`src/rtl/pe_au_param.sv`:
```
// Parametrised multiply/accumulate unit for FIOS processing elements.
// Operand/product delay line feeds an ALU stage whose result is held in P.
module pe_au_param #(
  parameter int W     = 17,
  parameter int PW    = 48,
  parameter int ABREG = 1,
  parameter int MREG  = 1,
  parameter int CREG  = 1
) (
  input  logic              clock_i,
  input  logic              reset_i,
  input  logic              ce_i,
  input  logic              valid_i,
  input  logic [2:0]        op_i,
  input  logic [W-1:0]      a_i,
  input  logic [W-1:0]      b_i,
  input  logic              creg_en_i,
  input  logic [2*W-1:0]    c_i,
  input  logic [PW-1:0]     pcin_i,
  output logic [2*W-1:0]    p_o,
  output logic [PW-1:0]     pcout_o,
  output logic              valid_o
);

  if (ABREG < 0 || ABREG > 2 || MREG < 0 || MREG > 1 || CREG < 0 || CREG > 1
      || PW < 2*W + 2) begin : g_param_err
    $error("pe_au_param: illegal parameter combination");
  end

  logic [W-1:0]   a_s, b_s;
  logic [2:0]     op_s, op_m;
  logic           v_s, v_m;
  logic [2*W-1:0] m_prod, m_s, c_eff;
  logic [PW-1:0]  m_ext, c_ext, p_q, p_next;
  logic           valid_q;

  if (ABREG == 0) begin : g_ab_comb
    assign a_s  = a_i;
    assign b_s  = b_i;
    assign op_s = op_i;
    assign v_s  = valid_i;
  end else begin : g_ab_reg
    logic [W-1:0] a_q  [ABREG];
    logic [W-1:0] b_q  [ABREG];
    logic [2:0]   op_q [ABREG];
    logic         v_q  [ABREG];

    always_ff @(posedge clock_i) begin
      if (reset_i) begin
        for (int unsigned i = 0; i < ABREG; i++) begin
          a_q[i]  <= '0;
          b_q[i]  <= '0;
          op_q[i] <= '0;
          v_q[i]  <= 1'b0;
        end
      end else if (ce_i) begin
        a_q[0]  <= a_i;
        b_q[0]  <= b_i;
        op_q[0] <= op_i;
        v_q[0]  <= valid_i;
        for (int unsigned i = 1; i < ABREG; i++) begin
          a_q[i]  <= a_q[i-1];
          b_q[i]  <= b_q[i-1];
          op_q[i] <= op_q[i-1];
          v_q[i]  <= v_q[i-1];
        end
      end
    end

    assign a_s  = a_q[ABREG-1];
    assign b_s  = b_q[ABREG-1];
    assign op_s = op_q[ABREG-1];
    assign v_s  = v_q[ABREG-1];
  end

  assign m_prod = {{W{1'b0}}, a_s} * {{W{1'b0}}, b_s};

  if (MREG == 0) begin : g_m_comb
    assign m_s  = m_prod;
    assign op_m = op_s;
    assign v_m  = v_s;
  end else begin : g_m_reg
    logic [2*W-1:0] m_q;
    logic [2:0]     op_q;
    logic           v_q;

    always_ff @(posedge clock_i) begin
      if (reset_i) begin
        m_q  <= '0;
        op_q <= '0;
        v_q  <= 1'b0;
      end else if (ce_i) begin
        m_q  <= m_prod;
        op_q <= op_s;
        v_q  <= v_s;
      end
    end

    assign m_s  = m_q;
    assign op_m = op_q;
    assign v_m  = v_q;
  end

  // C is not delayed with the op: the ALU always sees the current register value.
  if (CREG == 0) begin : g_c_comb
    logic unused_creg_en;
    assign unused_creg_en = creg_en_i;
    assign c_eff = c_i;
  end else begin : g_c_reg
    logic [2*W-1:0] c_q;

    always_ff @(posedge clock_i) begin
      if (reset_i) begin
        c_q <= '0;
      end else if (ce_i && creg_en_i) begin
        c_q <= c_i;
      end
    end

    assign c_eff = c_q;
  end

  assign m_ext = {{(PW-2*W){1'b0}}, m_s};
  assign c_ext = {{(PW-2*W){1'b0}}, c_eff};

  always_comb begin
    p_next = p_q;
    case (op_m)
      3'd0:    p_next = m_ext;
      3'd1:    p_next = m_ext + c_ext;
      3'd2:    p_next = m_ext + pcin_i;
      3'd3:    p_next = m_ext + (pcin_i >> W);
      3'd4:    p_next = m_ext + p_q;
      3'd5:    p_next = m_ext + (p_q >> W);
      3'd6:    p_next = c_ext + pcin_i;
      default: p_next = p_q;
    endcase
  end

  always_ff @(posedge clock_i) begin
    if (reset_i) begin
      p_q     <= '0;
      valid_q <= 1'b0;
    end else if (ce_i) begin
      valid_q <= v_m;
      if (v_m) begin
        p_q <= p_next;
      end
    end
  end

  assign p_o     = p_q[2*W-1:0];
  assign pcout_o = p_q;
  assign valid_o = valid_q;

endmodule

```
`config.mk`:
```
export PLATFORM = sky130hd
export DESIGN_NAME = pe_au_param
export DESIGN_NICKNAME = d
export VERILOG_FILES = /design/src/rtl/pe_au_param.sv
export SDC_FILE = /design/constraint.sdc
export NUM_CORES = 1
export LEC_CHECK = 0
export BUFFER_PORTS_ARGS = -buffer_cell sky130_fd_sc_hd__clkbuf_2
export CAP_MARGIN = 20
export CORE_MARGIN = 4
export CORE_UTILIZATION = 57
export DETAILED_ROUTE_END_ITERATION = 10
export PLACE_DENSITY = 0.78
export SETUP_SLACK_MARGIN = 0.05
export SYNTH_ARGS = -nofsm -noshare
export SYNTH_HDL_FRONTEND = slang
export SYNTH_SLANG_ARGS = --single-unit
```
`constraint.sdc`:
```
create_clock -name clock_i -period 5.9 [get_ports clock_i]
set_input_delay 1.18 -clock clock_i [delete_from_list [all_inputs] [get_ports clock_i]]
set_output_delay 1.18 -clock clock_i [all_outputs]
set_load 0.01 [all_outputs]
```
## Word-level counts from Yosys, hierarchy flattened

Memory sizes are Yosys's and may differ from the RTL's. A register that Yosys moved wholly into a read port is not among the register bits.
Cells that the tools add are included.

| word-level totals | value |
|---|---|
| output and inout port bits | 83 |
| RAM bits | 38 |
| memories | 4 |
| bits of input ports | 124 |
| register bits | 117 |

Memory list:

| name | words | width | rd ports | clocked after memory_dff | write ports | line | source |
|---|---|---|---|---|---|---|---|
| g_ab_reg.a_q | 1 | 17 | 1 | 0 | 1 | 43 | `logic [W-1:0] a_q [ABREG];` |
| g_ab_reg.b_q | 1 | 17 | 1 | 0 | 1 | 44 | `logic [W-1:0] b_q [ABREG];` |
| g_ab_reg.op_q | 1 | 3 | 1 | 1 | 1 | 45 | `logic [2:0] op_q [ABREG];` |
| g_ab_reg.v_q | 1 | 1 | 1 | 1 | 1 | 46 | `logic v_q [ABREG];` |

| cells by class | value |
|---|---|
| reductions and logical operators | 8 |
| mux-type cells | 14 |
| $add $sub $neg | 6 |
| multiply operators | 1 |
| equality and inequality tests | 6 |

Operators by type and width:

| operator | number |
|---|---|
| $pmux 48 s7 | 1 |
| $add 34x48->48 | 3 |
| $add 34x31->35 | 2 |
| $add 34x34->35 | 1 |
| $mul 17x17->34 | 1 |
| $mux 17 | 2 |
| $reduce_or 17->1 | 2 |
| $mux 1 | 10 |
| $eq 3x3->1 const B | 3 |
| $reduce_bool 7->1 | 1 |
| $eq 3x2->1 const B | 2 |
| $eq 3x1->1 const B | 1 |
| $logic_not 3->1 | 1 |
| $mux 3 | 1 |
| $reduce_and 3->1 | 1 |
| $reduce_or 3->1 | 1 |
| $logic_and 1x1->1 | 1 |
| $reduce_or 1->1 | 1 |

## Longest topological paths before layout

Gate-level depths: netlist of run 1.

| depth | value |
|---|---|
| word-level depth | 5 |
| depth in mapped cells | 26 |
| gate-level depth less buffers | 25 |

## Worst setup path after synthesis of run 1

No wires, ideal clock.

| timing path | value |
|---|---|
| kind | register -> register |
| start | mem g_ab_reg.b_q[0][8] |
| end | reg g_m_reg.m_q[31] |
| arrival | 6129 ps |
| stages on the path, launching flop included | 26 |
| path slack | -351 ps |
| clock period less this slack | 6251 ps |
| required time | 5778 ps |
| cell sequence | edfxtp_1 -> clkbuf_1 -> nand2_1 -> fa_1 -> inv_1 -> fa_1 -> inv_1 -> fa_1 -> inv_1 -> fa_1 -> fa_1 -> inv_1 -> fa_1 -> inv_1 -> ha_1 -> and4_1 -> a221o_1 -> a31oi_1 -> o22ai_1 -> a211oi_2 -> o31ai_1 -> a21oi_1 -> nand2b_2 -> nand2b_1 -> a21o_1 -> a221o_1 |

| on the way | value |
|---|---|
| cells in the longest elaborated chain, start to end | 2 |

Ends and longest elaborated chain:

| element | line | source |
|---|---|---|
| start: declaration | 44 |  |
| $mem_v2 1x17 | - |  |
| $mul 17x17->34 | 76 | `assign m_prod = {{W{1'b0}}, a_s} * {{W{1'b0}}, b_s};` |
| end signal: assignment | 93 | `m_q <= m_prod;` |
| end: declaration | 83 | `logic [2*W-1:0] m_q;` |

No other way between the ends.
A chain may end at the register's enable or synchronous reset.

## Worst setup path in the final report of run 1

| timing path | value |
|---|---|
| start | mem g_ab_reg.a_q[0][5] |
| end | reg g_m_reg.m_q[31] |

| on the way | value |
|---|---|
| cells in the longest elaborated chain, start to end | 2 |

Ends and longest elaborated chain:

| element | line |
|---|---|
| start: declaration | 43 |
| $mem_v2 1x17 | - |
| $mul 17x17->34 | 76 |

No other way between the ends.

==> results of run 1 <==
[cells in the final DEF (no fill, tap or decap), drive strengths merged, types with 27 or more instances in the layout]
cell type	count
a21o	74
inv	325
nand2	360
o22ai	74
a211oi	28
fa	227
buf	178
clkbuf	224
nor3	30
mux2	36
dfxtp	121
nand3	42
and2	192
nor2	115
xor2	45
nand4	27
o22a	33
edfxtp	38
a21oi	214
ha	210
xnor2	74
o21ai	132
[registers in the layout, summed over array words and instances, names as in the netlist]
register,flops
g_m_reg.m_q,34
g_m_reg.op_q,3
g_m_reg.v_q,1
g_ab_reg.b_q,17
g_ab_reg.v_q,1
pcout_o,48
g_ab_reg.op_q,3
c_eff,34
valid_o,1
g_ab_reg.a_q,17
[per-stage QoR]
step           cells  TNS [ns]  cell area, µm²  hold slack, ns
2_1_floorplan   2852   -0.0481           23400           0.442
3_3_place_gp    3555     -2.35           25400           0.464
3_5_place_dp    3555     -4.00           25400           0.479
4_1_cts         3596     -3.21           26100           0.490
5_1_grt         3614     -6.07           26500           0.530
6_report        3614     -2.79           26500           0.494
[worst min-delay path: stages, from the launching register on]
cell      delay (ns)
edfxtp_1        0.32
mux2i_1         0.06
nor2_1          0.09
[what timing repair did]
action                     in CTS  in global routing
buffers inserted                9                 17
gates cloned                    0                  1
setup endpoints to repair      17                 18
resized for setup               8                 61
pin swaps                       0                 35
[cell type report]
type                            instances  area, µm²  area share
Multi-Input combinational cell       2196      18000       0.681
Inverter                              318       1190      0.0451
Timing Repair Buffer                  384       2420      0.0913
Clock inverter                         14        171     0.00648
Clock buffer                           18        439      0.0166
Tap cell                              525        657      0.0248
Sequential cell                       159       3570       0.135
[synthesized netlist by cell type, types with 36 or more instances]
cell	instances
xor2_1	45
nand3_1	41
xnor2_1	74
o22ai_1	74
a21o_1	73
and2_1	192
a21oi_1	212
dfxtp_1	121
clkbuf_1	132
mux2_2	36
fa_1	227
o21ai_0	123
inv_1	318
nor2_1	115
nand2_1	360
edfxtp_1	38
ha_1	210
[final timing paths]
kind,depth (start not counted),endpoint,slack (ns)
worst max register to register,24,g_m_reg.m_q[31],-0.54
worst min register to register,2,g_m_reg.op_q[1],0.49
worst max-delay path,24,g_m_reg.m_q[31],-0.54
worst min-delay path,2,g_m_reg.op_q[1],0.49
[metal layers]
layer,GRT usage,up-vias,part of all wire
met3,0.0613,260,0.089
met1,0.468,10700,0.39
met5,0,-,0
li1,-,10200,-
met4,0.146,0,0.048
met2,0.619,1190,0.48
[power groups by stage]
stage	Sequential [W]	Clock, W	Combinational, W
final	0.00147	0.00122	0.00614
after global routing	0.00147	0.00127	0.00673
after CTS	0.00146	0.00124	0.00563
after detailed placement	0.00149	0	0.00554
after global placement	0.00148	0	0.00537
after floorplan	0.00134	0	0.00379
[logic make-up after synthesis]
group / Yosys count / synth area share
muxes: 57 / 0.0265
xor gates and xnor gates: 119 / 0.0449
and+or+nand+nor: 867 / 0.181
DFF: 159 / 0.153
AOI/OAI and AO/OA: 716 / 0.200
adders and majority gates: 437 / 0.309
buffers and inverters: 497 / 0.0859
==> results.py, run 1 <==
metrics = {
    "status": {
        "status": "complete, but fails checks",
        "violations": "setup timing",
    },
    "power": {
        "switchingPower_w": 0.00417,
        "peakVddDrop_mv": 0.357,
        "leakage_nw": 12.9,
        "p_per_area_nw_per_um2": 334,
        "sw_frac_of_total": 0.472,
        "p_comb_frac": 0.695,
        "seqPwrFrac": 0.167,
        "p_total_w": 0.00883,
        "pwr-share-clk": 0.138,
        "cellInternalPower_w": 0.00466,
    },
    "yosys": {
        "syn_area_um2": 23200,
        "yosysWarnings": 0,
        "synth-seq-cells": 159,
        "synth_flop_cell": "dfxtp_1",
        "synth-edff-count": 38,
        "yosysUniqueCellTypes": 83,
        "synthTopCellsByArea": "fa_1 (20%), ha_1 (11%), dfxtp_1 (10%)",
        "synth_top_area_frac": 0.196,
        "async_flop_share": 0,
        "synthCells": 2852,
        "synth_nets": 3413,
        "avgSynthCellArea_um2": 8.14,
        "yosys.area.top_type": "fa_1",
        "synth.yosys.seq_area_share": 0.153,
    },
    "worst_setup_path": {
        "crit_path_max_incr_delay_ns": 0.54,
        "cp-start-kind": "register",
        "crit_type": "register to register",
        "worstPathMaxFanout": 6,
        "reg2reg_from": "g_ab_reg.a_q[0][5]",
        "cp-startpoint": "g_ab_reg.a_q[0][5]",
        "crit_top_cell": "fa_1",
        "cp-end-kind": "register",
        "crit_arrival_ns": 6.83,
        "crit_chain": "and2_4 > fa_1 > inv_2 > fa_1 > inv_2 > fa_1 > fa_2 > fa_1 > inv_2 > fa_1 > inv_2 > ha_4 > and4_1 > a221o_1 > a31oi_2 > o22ai_2 > a211oi_2 > buf_4 > o31ai_4 > a21oi_2 > nand2b_4 > nand2b_4 > a21o_1 > a221o_1",
        "crit_slowest_cell": "edfxtp_1",
        "required_ns": 6.29,
        "path_buf_inv": 5,
        "cpLargestDelayFamily": "adder cells",
    },
    "hold_path": {
        "hp-class": "register to register",
        "hp-start": "g_ab_reg.op_q[0][1]",
    },
    "clock_tree": {
        "cts_hold_buffers": 0,
        "cts_tree": "yes",
        "cts_inserted_buffers": 17,
        "cts_buffer_depth": 2,
        "cts_root_buffer": "clkbuf_16",
        "cts_num_sinks": 159,
        "clock_latency_ns": 0.50,
        "clk_pin_slew_ns": 0.08,
        "htree_levels": 4,
    },
    "floorplanning": {
        "rows": 73,
        "initial_core_util": 0.580,
        "die_area_um2": 44000,
        "boundaryPins": 207,
        "dieHeight_um": 210,
        "die_x_um": 210,
        "core_um2": 40000,
    },
    "routing": {
        "drt-pass1-iter-count": 8,
        "drt-initial-drc-count": 2487,
        "routed-via-count": 22300,
        "drcViolationCount": 0,
        "drt-total-wl_mm": 82.3,
        "wl_per_cell_um": 22.8,
        "viasPerCell": 6.17,
        "ant_nets": 0,
    },
    "sta": {
        "max_freq_mhz": 155,
        "grt_setup_unrepaired": "yes",
        "hold_viol": 0,
        "setup_ws_ns": -0.536,
        "drv_slew": 0,
        "fin_crit_sh": 1.09,
        "worstMarginPinSlew_ns": 1.02,
        "setup_viol": 13,
        "final.setup_skew_ns": 0.0236,
        "relSlewSlack": 0.318,
        "layout_min_cycle_time_ns": 6.44,
    },
    "final_layout": {
        "area_delta_synth_final_pct": 14.0,
        "diodes": 0,
        "drive_gt1_frac": 0.177,
        "final_util": 0.662,
        "fillCellCount": 3286,
        "nets": 3637,
    },
    "place": {
        "place_congestion": 1.06,
        "port_buffers": 206,
        "dpl.hpwl_mm": 66.2,
        "dpl_worst_slack_ns": -0.545,
    },
    "global_routing": {
        "gr-total-overflow": 0,
        "antenna_found_initial": 1,
        "grt_util_all_layers": 0.366,
        "grt_max_degree": 51,
        "grt_pass1_wl_mm": 126,
        "grt_pass1_vias": 22100,
    },
    "flow_run": {
        "maxCapViolations": 0,
    },
}
Note: power is estimated with default switching activity, not from simulation.
==> inputs of run 2 (changes only) <==
- BUFFER_PORTS_ARGS: -buffer_cell sky130_fd_sc_hd__clkbuf_2 -> -buffer_cell sky130_fd_sc_hd__buf_2
==> results.py, run 2 (synthesis gave the netlist of run 1 again) <==
metrics = {
    "sta": {
        "whs_ns": 0.472,
        "grt_setup_unrepaired": "yes",
        "drv_slew": 0,
        "hold_viol": 0,
        "relSlewSlack": 0.378,
        "layout_min_cycle_time_ns": 6.50,
        "setup_viol": 14,
        "final.setup_skew_ns": 0.0187,
        "worstMarginPinSlew_ns": 0.922,
        "fin_crit_sh": 1.10,
        "setup_ws_ns": -0.596,
        "max_freq_mhz": 154,
    },
    "floorplanning": {
        "initial_core_util": 0.580,
        "die_x_um": 210,
        "dieHeight_um": 210,
        "die_area_um2": 44000,
        "core_um2": 40000,
        "rows": 73,
        "boundaryPins": 207,
    },
    "power": {
        "switchingPower_w": 0.00419,
        "peakVddDrop_mv": 0.377,
        "p_per_area_nw_per_um2": 334,
        "cellInternalPower_w": 0.00468,
        "leakage_nw": 13.0,
        "p_comb_frac": 0.700,
        "pwr-share-clk": 0.133,
        "p_total_w": 0.00887,
        "seqPwrFrac": 0.167,
        "sw_frac_of_total": 0.472,
    },
    "final_layout": {
        "final_common_cell": "nand2_1",
        "mostFrequentLayoutCells": "nand2_1 (357), inv_1 (306), fa_1 (216)",
        "diodes": 0,
        "area_delta_synth_final_pct": 14.3,
        "register_area_um2": 3570,
        "fillCellCount": 3272,
        "layoutNonFillerInstCount": 3614,
        "final_area_um2": 26500,
        "largest_reg_flops": 48,
        "multi_input_area_um2": 18100,
        "drive_gt1_frac": 0.184,
        "nets": 3637,
    },
    "worst_setup_path": {
        "cp-end-kind": "register",
        "cp-start-kind": "register",
        "crit_type": "register to register",
        "crit_arrival_ns": 6.89,
        "worstPathMaxFanout": 3,
        "required_ns": 6.30,
    },
    "routing": {
        "drt-pass1-iter-count": 6,
        "viasPerCell": 6.21,
        "drt-initial-drc-count": 2371,
        "drcViolationCount": 0,
        "wl_per_cell_um": 22.8,
        "drt-total-wl_mm": 82.4,
        "ant_nets": 0,
        "routed-via-count": 22500,
    },
    "global_routing": {
        "grt_pass1_wl_mm": 126,
        "gr-total-overflow": 0,
        "use_met3": 0.0710,
        "top_usage_layer": "met2",
        "grt_use_met1": 0.466,
        "groute.layer.met2.usage": 0.609,
        "grt_pass1_vias": 22300,
        "antenna_found_initial": 1,
        "grt_max_degree": 61,
        "grt_util_all_layers": 0.366,
    },
    "clock_tree": {
        "htree_levels": 4,
        "cts_inserted_buffers": 17,
        "clk_pin_slew_ns": 0.08,
        "cts_tree": "yes",
        "cts_num_sinks": 159,
        "clock_latency_ns": 0.51,
        "cts_root_buffer": "clkbuf_16",
        "cts_buffer_depth": 2,
    },
    "place": {
        "dpl_cell_area_um2": 25400,
        "port_buffers": 206,
        "dp.cells": 3553,
        "place_congestion": 1.06,
        "dpl_worst_slack_ns": -0.496,
        "dpl.hpwl_mm": 65.8,
    },
    "hold_path": {
        "hp-class": "register to register",
    },
    "status": {
        "violations": "setup timing",
        "status": "complete, but fails checks",
    },
    "flow_run": {
        "maxCapViolations": 0,
    },
}
## run 2: cell types whose count changed in the layout (fill, tap and decap cells not counted), sizes merged
cell / previous run / this run
inv: 325 / 327
buf: 178 / 384
clkbuf: 224 / 17
clkinvlp: 0 / 1
bufinv: 2 / 0
## run 2: power groups by stage
stage	clock network, W	logic [W]	registers, W
after floorplan	0	0.00379	0.00134
after global placement	0	0.00538	0.00149
after detailed placement	0	0.00552	0.00149
after CTS	0.00119	0.00581	0.00146
after global routing	0.00123	0.00682	0.00147
final	0.00118	0.00621	0.00148
## run 2: worst paths after layout
check | slack (ns) | end | startpoint | cells past startpoint
setup / recovery | -0.60 | g_m_reg.m_q[31] | g_ab_reg.a_q[0][5] | 23
hold / removal | 0.47 | valid_o | valid_o | 2
hold reg to reg | 0.47 | valid_o | valid_o | 2
setup reg to reg | -0.60 | g_m_reg.m_q[31] | g_ab_reg.a_q[0][5] | 23
## run 2: final cells by class
cell class                 count  share of cell area
clock buffer                  17              0.0160
inverter                     318              0.0450
timing repair buffer         384              0.0922
clock inverter                15             0.00622
multi-input combinational   2196               0.681
sequential                   159               0.134
tap                          525              0.0247
## run 2: through the flow
stage           util  TNS [ns]
4_1_cts        0.657     -2.36
5_1_grt        0.664     -7.27
2_1_floorplan      -   -0.0481
3_3_place_gp   0.635     -2.70
6_report       0.664     -3.84
3_5_place_dp   0.635     -4.18
## run 2: timing repair
action,in CTS,in global routing
buffers inserted,21,7
gates resized for setup,48,41
endpoints found under the setup margin,17,18
hold buffers,0,0
cloned,0,0
pin swaps,21,42
## run 2: critical path: stages (launching register included)
cell	delay (ns)
edfxtp_1	0.49
buf_6	0.17
buf_6	0.11
and2_4	0.15
fa_1	0.47
fa_1	0.52
fa_1	0.59
fa_1	0.44
fa_1	0.51
inv_1	0.05
fa_1	0.49
inv_2	0.05
ha_4	0.22
and3_4	0.16
a221o_1	0.30
a31oi_2	0.18
o22ai_2	0.12
a211oi_2	0.35
o31ai_1	0.12
a21oi_1	0.19
nand2b_4	0.19
nand2b_4	0.06
a21o_1	0.15
a221o_1	0.32
## run 2: routing by layer
layer | share of wire | wire length, µm
met1 | 0.39 | 32100
met5 | 0.00016 | 13
met2 | 0.47 | 38900
met3 | 0.088 | 7290
met4 | 0.050 | 4110
